===== config.mk =====
export PLATFORM = sky130hd
export DESIGN_NAME = ks_sonuc_flat
export DESIGN_NICKNAME = d
export VERILOG_FILES = /design/src/rtl/ks_sonuc_if.sv /design/src/rtl/ks_sonuc.sv /design/src/flat_wrapper.sv
export SDC_FILE = /design/constraint.sdc
export NUM_CORES = 1
export LEC_CHECK = 0
export ABC_AREA = 1
export CELL_PAD_IN_SITES_DETAIL_PLACEMENT = 0
export CELL_PAD_IN_SITES_GLOBAL_PLACEMENT = 2
export CORE_MARGIN = 3
export CORE_UTILIZATION = 25
export DETAILED_ROUTE_END_ITERATION = 8
export PLACE_DENSITY = 0.81
export SYNTH_ARGS = -nofsm -noshare
export SYNTH_HDL_FRONTEND = slang
export SYNTH_SLANG_ARGS = --single-unit

===== constraint.sdc =====
create_clock -name i_clk -period 1.7 [get_ports i_clk]
set_input_delay 0.34 -clock i_clk [delete_from_list [all_inputs] [get_ports i_clk]]
set_output_delay 0.34 -clock i_clk [all_outputs]
set_load 0.1 [all_outputs]

===== src/rtl/ks_sonuc_if.sv =====
// ks_sonuc_if: handshake and data bundle for the Kogge-Stone sum/condition
// stage. One instance carries both sides of the stage:
//   upstream   : i_valid, o_ready, i_c0, i_gk[31:0], i_p_save[31:0]
//   downstream : o_valid, i_ready, o_sum[31:0], o_carry, o_overflow, o_zero
//   control    : i_flush (synchronous pipeline flush)
// Modports:
//   slave  - the stage itself (ks_sonuc)
//   master - the surrounding pipeline (prefix network + consumer)
interface ks_sonuc_if;
  logic        i_flush;
  logic        i_valid;
  logic        o_ready;
  logic        i_c0;
  logic [31:0] i_gk;
  logic [31:0] i_p_save;
  logic        o_valid;
  logic        i_ready;
  logic [31:0] o_sum;
  logic        o_carry;
  logic        o_overflow;
  logic        o_zero;

  modport slave (
    input  i_flush, i_valid, i_c0, i_gk, i_p_save, i_ready,
    output o_ready, o_valid, o_sum, o_carry, o_overflow, o_zero
  );

  modport master (
    output i_flush, i_valid, i_c0, i_gk, i_p_save, i_ready,
    input  o_ready, o_valid, o_sum, o_carry, o_overflow, o_zero
  );
endinterface


===== src/rtl/ks_sonuc.sv =====
// ks_sonuc: final stage of the Kogge-Stone adder. Combines the resolved group
// generates with the saved bitwise propagates and carry-in to form the 32-bit
// sum plus carry/overflow/zero flags, and registers the result behind a
// valid/ready handshake.
// Parameters:
//   SKID_EN - 1: two-entry skid buffer, o_ready comes straight from a flop
//             0: single output register, o_ready = !o_valid | i_ready
// Ports:
//   i_clk   - clock
//   i_rst_n - asynchronous active-low reset
//   bus     - ks_sonuc_if.slave (flush, upstream and downstream handshakes)
module ks_sonuc #(
  parameter bit SKID_EN = 1'b1
) (
  input  logic       i_clk,
  input  logic       i_rst_n,
  ks_sonuc_if.slave  bus
);

  typedef struct packed {
    logic        carry;
    logic        overflow;
    logic        zero;
    logic [31:0] sum;
  } res_t;

  typedef enum logic [1:0] {
    S_EMPTY = 2'd0,
    S_BUSY  = 2'd1,
    S_FULL  = 2'd2
  } state_t;

  state_t      state;
  state_t      state_nxt;
  logic [31:0] s;
  res_t        res_new;
  res_t        main_q;
  res_t        skid_q;
  res_t        main_d;
  logic        ready_q;
  logic        ready;
  logic        in_fire;
  logic        out_fire;
  logic        load_main;
  logic        load_skid;
  logic        skid_to_main;

  // Sum bit k needs the carry into bit k, which is the group generate of
  // bit k-1; bit 0 takes the adder carry-in directly.
  always_comb begin
    s[0]    = bus.i_p_save[0] ^ bus.i_c0;
    s[31:1] = bus.i_p_save[31:1] ^ bus.i_gk[30:0];
  end

  always_comb begin
    res_new.sum      = s;
    res_new.carry    = bus.i_gk[31];
    res_new.overflow = bus.i_gk[31] ^ bus.i_gk[30];
    res_new.zero     = (s == '0);
  end

  // With the skid slot, o_ready is a flop so i_ready never reaches o_ready
  // combinationally; without it, a draining consumer frees the register in
  // the same cycle.
  assign ready    = SKID_EN ? ready_q : ((state == S_EMPTY) | bus.i_ready);
  assign in_fire  = bus.i_valid & ready;
  assign out_fire = (state != S_EMPTY) & bus.i_ready;

  always_comb begin
    state_nxt    = state;
    load_main    = 1'b0;
    load_skid    = 1'b0;
    skid_to_main = 1'b0;
    if (bus.i_flush) begin
      state_nxt = S_EMPTY;
    end else begin
      case (state)
        S_EMPTY: begin
          if (in_fire) begin
            load_main = 1'b1;
            state_nxt = S_BUSY;
          end
        end
        S_BUSY: begin
          if (in_fire && out_fire) begin
            load_main = 1'b1;
          end else if (in_fire) begin
            // Only reachable with the skid slot: the single-register
            // variant cannot accept while stalled.
            if (SKID_EN) begin
              load_skid = 1'b1;
              state_nxt = S_FULL;
            end else begin
              load_main = 1'b1;
            end
          end else if (out_fire) begin
            state_nxt = S_EMPTY;
          end
        end
        S_FULL: begin
          if (out_fire) begin
            skid_to_main = 1'b1;
            state_nxt    = S_BUSY;
          end
        end
        default: state_nxt = S_EMPTY;
      endcase
    end
  end

  always_ff @(posedge i_clk or negedge i_rst_n) begin
    if (!i_rst_n) begin
      state   <= S_EMPTY;
      ready_q <= 1'b1;
    end else begin
      state   <= state_nxt;
      ready_q <= (state_nxt != S_FULL);
    end
  end

  assign main_d = skid_to_main ? skid_q : res_new;

  // Flags travel with the sum; flush only clears the valid state, so the
  // data registers simply hold their last contents.
  always_ff @(posedge i_clk or negedge i_rst_n) begin
    if (!i_rst_n) begin
      main_q <= '0;
    end else if (load_main || skid_to_main) begin
      main_q <= main_d;
    end
  end

  always_ff @(posedge i_clk or negedge i_rst_n) begin
    if (!i_rst_n) begin
      skid_q <= '0;
    end else if (load_skid) begin
      skid_q <= res_new;
    end
  end

  assign bus.o_ready    = ready;
  assign bus.o_valid    = (state != S_EMPTY);
  assign bus.o_sum      = main_q.sum;
  assign bus.o_carry    = main_q.carry;
  assign bus.o_overflow = main_q.overflow;
  assign bus.o_zero     = main_q.zero;

endmodule


===== src/flat_wrapper.sv =====
// flat-port wrapper written by rule: the top's interface ports become plain ports
module ks_sonuc_flat 
#(
  parameter bit SKID_EN = 1'b1
)
  (i_clk, i_rst_n, bus_i_flush, bus_i_valid, bus_i_c0, bus_i_gk, bus_i_p_save, bus_i_ready, bus_o_ready, bus_o_valid, bus_o_sum, bus_o_carry, bus_o_overflow, bus_o_zero);
  ks_sonuc_if bus_i ();
  input  logic i_clk;
  input  logic i_rst_n;
  input wire logic [$bits(bus_i.i_flush)-1:0] bus_i_flush;
  input wire logic [$bits(bus_i.i_valid)-1:0] bus_i_valid;
  input wire logic [$bits(bus_i.i_c0)-1:0] bus_i_c0;
  input wire logic [$bits(bus_i.i_gk)-1:0] bus_i_gk;
  input wire logic [$bits(bus_i.i_p_save)-1:0] bus_i_p_save;
  input wire logic [$bits(bus_i.i_ready)-1:0] bus_i_ready;
  output wire logic [$bits(bus_i.o_ready)-1:0] bus_o_ready;
  output wire logic [$bits(bus_i.o_valid)-1:0] bus_o_valid;
  output wire logic [$bits(bus_i.o_sum)-1:0] bus_o_sum;
  output wire logic [$bits(bus_i.o_carry)-1:0] bus_o_carry;
  output wire logic [$bits(bus_i.o_overflow)-1:0] bus_o_overflow;
  output wire logic [$bits(bus_i.o_zero)-1:0] bus_o_zero;
  assign bus_i.i_flush = bus_i_flush;
  assign bus_i.i_valid = bus_i_valid;
  assign bus_i.i_c0 = bus_i_c0;
  assign bus_i.i_gk = bus_i_gk;
  assign bus_i.i_p_save = bus_i_p_save;
  assign bus_i.i_ready = bus_i_ready;
  assign bus_o_ready = bus_i.o_ready;
  assign bus_o_valid = bus_i.o_valid;
  assign bus_o_sum = bus_i.o_sum;
  assign bus_o_carry = bus_i.o_carry;
  assign bus_o_overflow = bus_i.o_overflow;
  assign bus_o_zero = bus_i.o_zero;
  ks_sonuc #(.SKID_EN(SKID_EN)) u_core (.i_clk(i_clk), .i_rst_n(i_rst_n), .bus(bus_i));
endmodule

# ---- After elaboration in Yosys (flattened, before gate mapping)
# Index checks and enable logic that the tools add are counted.
# Widths: inputs -> output; s select.
dict set report op_classes {
  n_eq_ne 3
  muxes 18
  bitwise_logic 5
  n_reduce_logical 5
}
# cell n
set op_table {}
lappend op_table {{$mux 35} 1}
lappend op_table {{$logic_not 32->1} 1}
lappend op_table {{$xor 31x31->31} 1}
lappend op_table {{$mux 2} 6}
lappend op_table {{$mux 1} 9}
lappend op_table {{$pmux 2 s3} 1}
lappend op_table {{$and 1x1->1} 2}
lappend op_table {{$eq 2x1->1 const B} 1}
lappend op_table {{$eq 2x2->1 const B} 1}
lappend op_table {{$logic_not 2->1} 1}
lappend op_table {{$ne 2x2->1 const B} 1}
lappend op_table {{$pmux 1 s2} 1}
lappend op_table {{$reduce_bool 2->1} 1}
lappend op_table {{$xor 1x1->1} 2}
lappend op_table {{$logic_and 1x1->1} 1}
lappend op_table {{$logic_or 1x1->1} 1}
dict set report word_totals {
  regBits 73
  in_bits 70
  output_inout_bits 37
  word_cells 41
}

# ---- Longest topological paths before layout
dict set report logic_depth {
  depth_word 8
  mapped_depth 10
  mapped_depth_nobuf 10
}

# ---- Worst setup path before layout
# OpenSTA, ideal clock, no wires.
dict set report synth_timing {
  path_kind {reg-to-reg}
  from {reg u_core.ready_q (netlist: u_core.bus.o_ready)}
  to {reg u_core.main_q, in the netlist u_core.bus.o_sum[0]}
  t_arrival_ps 1730
  t_required_ps 1562
  slack_ps -169
  stages_incl_launch_ff 9
  synth_period_minus_slack_ps 1869
  path_cell_list {dfstp_2 -> nand2_1 -> nor3_4 -> nand2_4 -> nand2_2 -> inv_4 -> buf_6 -> nand2_1 -> o211ai_1}
}
dict set report synth_via {
  elab_chain_len 6
}
# element line_no
set synth_rtl {}
lappend synth_rtl {{from (decl)} ks_sonuc.sv:40} ;# logic ready_q;
lappend synth_rtl {{from (signal assigned)} ks_sonuc.sv:117} ;# ready_q <= (state_nxt != S_FULL);
lappend synth_rtl {{$and 1x1->1 *} ks_sonuc.sv:66} ;# assign in_fire = bus.i_valid & ready;
lappend synth_rtl {{$logic_and 1x1->1} ks_sonuc.sv:85} ;# if (in_fire && out_fire) begin
lappend synth_rtl {{$mux 1} ks_sonuc.sv:85}
lappend synth_rtl {{$pmux 1 s2 *} ks_sonuc.sv:77} ;# case (state)
lappend synth_rtl {{$mux 1 *} ks_sonuc.sv:74} ;# if (bus.i_flush) begin
lappend synth_rtl {{$logic_or 1x1->1 *} ks_sonuc.sv:128} ;# end else if (load_main || skid_to_main) begin
lappend synth_rtl {{to (signal assigned)} ks_sonuc.sv:129} ;# main_q <= main_d;
lappend synth_rtl {{to (decl)} ks_sonuc.sv:37} ;# res_t main_q;
# Every way passes the cells marked *; elsewhere a longest branch is shown, timed or not.
# A chain may end at the register's enable or synchronous reset.

# ---- Worst setup path after layout
dict set report layout_timing {
  from {reg u_core.ready_q (netlist: u_core.bus.o_ready)}
  to {reg u_core.main_q, in the netlist u_core.bus.o_zero}
}
# Same word-level chain as after synthesis.

==> metrics.yaml <==
status: "completed"
vias_per_cell: 4.22
critPathMaxFanout: 34
ioPinCount: 107
synth_mux_area_share_pct: 0
synthCells: 459
slew_headroom_pct: 66.5
min_period_ns: 1.55
syn-num-nets: 529
nets: 649
path_cells: "nand2_4 -> nor3_4 -> nand2_4 -> nand2_2 -> inv_4 -> nand2_1 -> nand2_1 -> inv_1 -> nand2_1"
setup_viol: 0
drc: 0
synth-seq-cells: 73
die_w_um: 126
drt-wirelength-per-cell_um: 11.8
p_leak_nw: 2.76
cts_sinks: 73
globalRouteOverflowTotal: 0
rows: 43
antenna_found_initial: 0
synth_fa_ha_area_share_pct: 0
crit_buf_inv: 2
design.core.area_um2: 14000
synth_area_per_cell_um2: 7.82
crit_path_frequent_cell: "nand2_1"
cts_buffers: 9
ir_drop_v: 0.000582
rsz0062_at_grt: "false"
place_area_um2: 5350
drtIter0Drc: 212
vias: 3223
grt_max_degree: 42
synth_seq_area_share_pct: 50.9
initial_utilization_pct: 25.7
post-dp-hpwl_um: 6670
power_density_nw_per_um2: 1270
syn2layout_area_growth_pct: 58.3
grt_pass1_wl_um: 15600
critPathLaunchType: "flip-flop"
grt_pass1_vias: 3316
synth_compound_area_share_pct: 11.9
cts_tree: "done"
n_antenna_cell: 0
drv_slew: 0
path_class: "flip-flop to flip-flop"
clock_path_buffers: 2
total_power_w: 0.00722
post_cts_buffers: 0
grt_usage_pct: 12.0
fin_area_um2: 5690
yosys.cell_types.count: 25
dr.pass1.iters: 4
required_ns: 1.92
dp_worst_setup_slack_ns: -0.0987
fmax_mhz: 645
cts_root_buf: "clkbuf_16"
die-area_um2: 15800
die_h_um: 126
end_kind: "flip-flop"
dp_cells: 747
critical-path-top-delay-family: "flip-flops"
clk_pin_slew_ns: 0.06
synth_top_family_by_area: "simple AND/OR/NAND/NOR gates"
io_buffers: 106
mostFrequentLayoutCell: "nand2_1"
gp_congestion: 0.725
clock_skew_ns: 0.00377
crit_arrival_ns: 1.77
wirelength_um: 9020
final_cell_mix: "nand2_1 (209), dfrtp_1 (72), clkdlybuf4s50_1 (68), inv_1 (56), buf_12 (44)"
hold_violations: 0
syn_area_um2: 3590
drive_gt1_share_pct: 14.4
ys_warn_count: 0
instances_no_fill: 764
htreeDepth: 3
synth_xor_area_share_pct: 1.95
worst_slew_pin_slew_ns: 0.503
synthSimpleGateAreaFrac_pct: 25.3
setup_slack_ns: 0.149
final_antenna_net_count: 0
period_share_pct: 91.2
critical-path-slowest-cell: "dfstp_4"
insertion_delay_ns: 0.32
cp_slowest_stage_delay_ns: 0.64
worstHoldPathType: "flip-flop to flip-flop"
cap_violations: 0
[sequential cells by signal, summed over array words and instances, names as in the netlist]
name,flops
u_core.bus.o_sum,32
u_core.bus.o_overflow,1
u_core.bus.o_carry,1
u_core.bus.o_ready,1
u_core.state,2
u_core.skid_q,35
u_core.bus.o_zero,1
[worst min-delay path, cell delays in order, from the launching register on]
cell     delay, ns
dfrtp_1       0.34
nand2_1       0.06
nand2_1       0.05
[routing by layer]
| layer | vias to the layer above | share of wire [%] | GRT usage, % |
|---|---|---|---|
| met5 | - | 0 | 0 |
| met4 | 0 | 0.57 | 2.27 |
| met3 | 5 | 7.9 | 4.54 |
| met2 | 82 | 49 | 20.3 |
| met1 | 1466 | 42 | 14.7 |
| li1 | 1670 | - | - |
[kinds of logic (layout without fill, tap and decap cells)]
kind of cell | after synthesis | in the layout
flip-flops | 73 | 73
AO/OA/AOI/OAI | 69 | 69
AND/OR/NAND/NOR | 232 | 232
buffers and inverters | 77 | 202
XOR/XNOR | 8 | 8
[repair_timing]
item | CTS | global route
gates resized for setup | 0 | 0
endpoints found under the hold margin | 32 | 0
hold buffers | 1 | 0
[synth_stat cells]
library cell  number  share of area [%]
a21oi_1            1               0.14
a31oi_1            1               0.17
buf_2              1               0.14
buf_4              1               0.21
buf_6              8                2.5
clkbuf_1           6               0.63
dfrtp_1           72                 50
dfstp_2            1               0.73
inv_1             56                5.9
inv_2              4               0.42
inv_4              1               0.17
nand2_1          210                 22
nand2_2            2               0.35
nand2_4            1               0.31
nand3_1            3               0.42
nand3_2            1               0.28
nor2_1            13                1.4
nor2_2             1               0.17
nor3_4             1               0.45
o211ai_1          32                6.7
o21ai_0           29                4.0
o21ai_1            5               0.70
o22ai_1            1               0.17
xnor2_1            7                1.7
xor2_1             1               0.24
[power by group]
group	switching, W	internal (W)
clock	0.000713	0.00129
sequential	0.000309	0.00213
combinational	0.00172	0.00105
total	0.00275	0.00447
[path summary, 6_finish.rpt]
kind,from,end,slack (ns),cells past startpoint
worst max-delay path,u_core.bus.o_ready,u_core.bus.o_zero,0.15,9
worst min-delay path,u_core.skid_q[33],u_core.skid_q[33],0.48,2
worst max register to register,u_core.bus.o_ready,u_core.bus.o_zero,0.15,9
worst min register to register,u_core.skid_q[33],u_core.skid_q[33],0.48,2
max in group asynchronous,i_rst_n,u_core.skid_q[16],0.63,3
min in group asynchronous,i_rst_n,u_core.skid_q[8],0.52,2
[cell type report]
class	count	area, µm²
inverters	61	231
multi-input cells	309	1410
flip-flops and latches	73	1830
clock buffers	10	229
repair buffers	125	1660
well taps	180	225
clock inverters	6	92.6
fillers	1392	8300
[through the flow]
step | TNS, ns | util [%] | hold slack [ns]
2_1_floorplan | 0 | - | 0.0444
3_3_place_gp | -1.20 | 38.3 | 0.339
3_5_place_dp | -2.73 | 38.3 | 0.342
4_1_cts | 0 | 40.6 | 0.482
5_1_grt | 0 | 40.6 | 0.498
6_report | 0 | 40.6 | 0.476
Note: power is estimated with default switching activity, not from simulation.
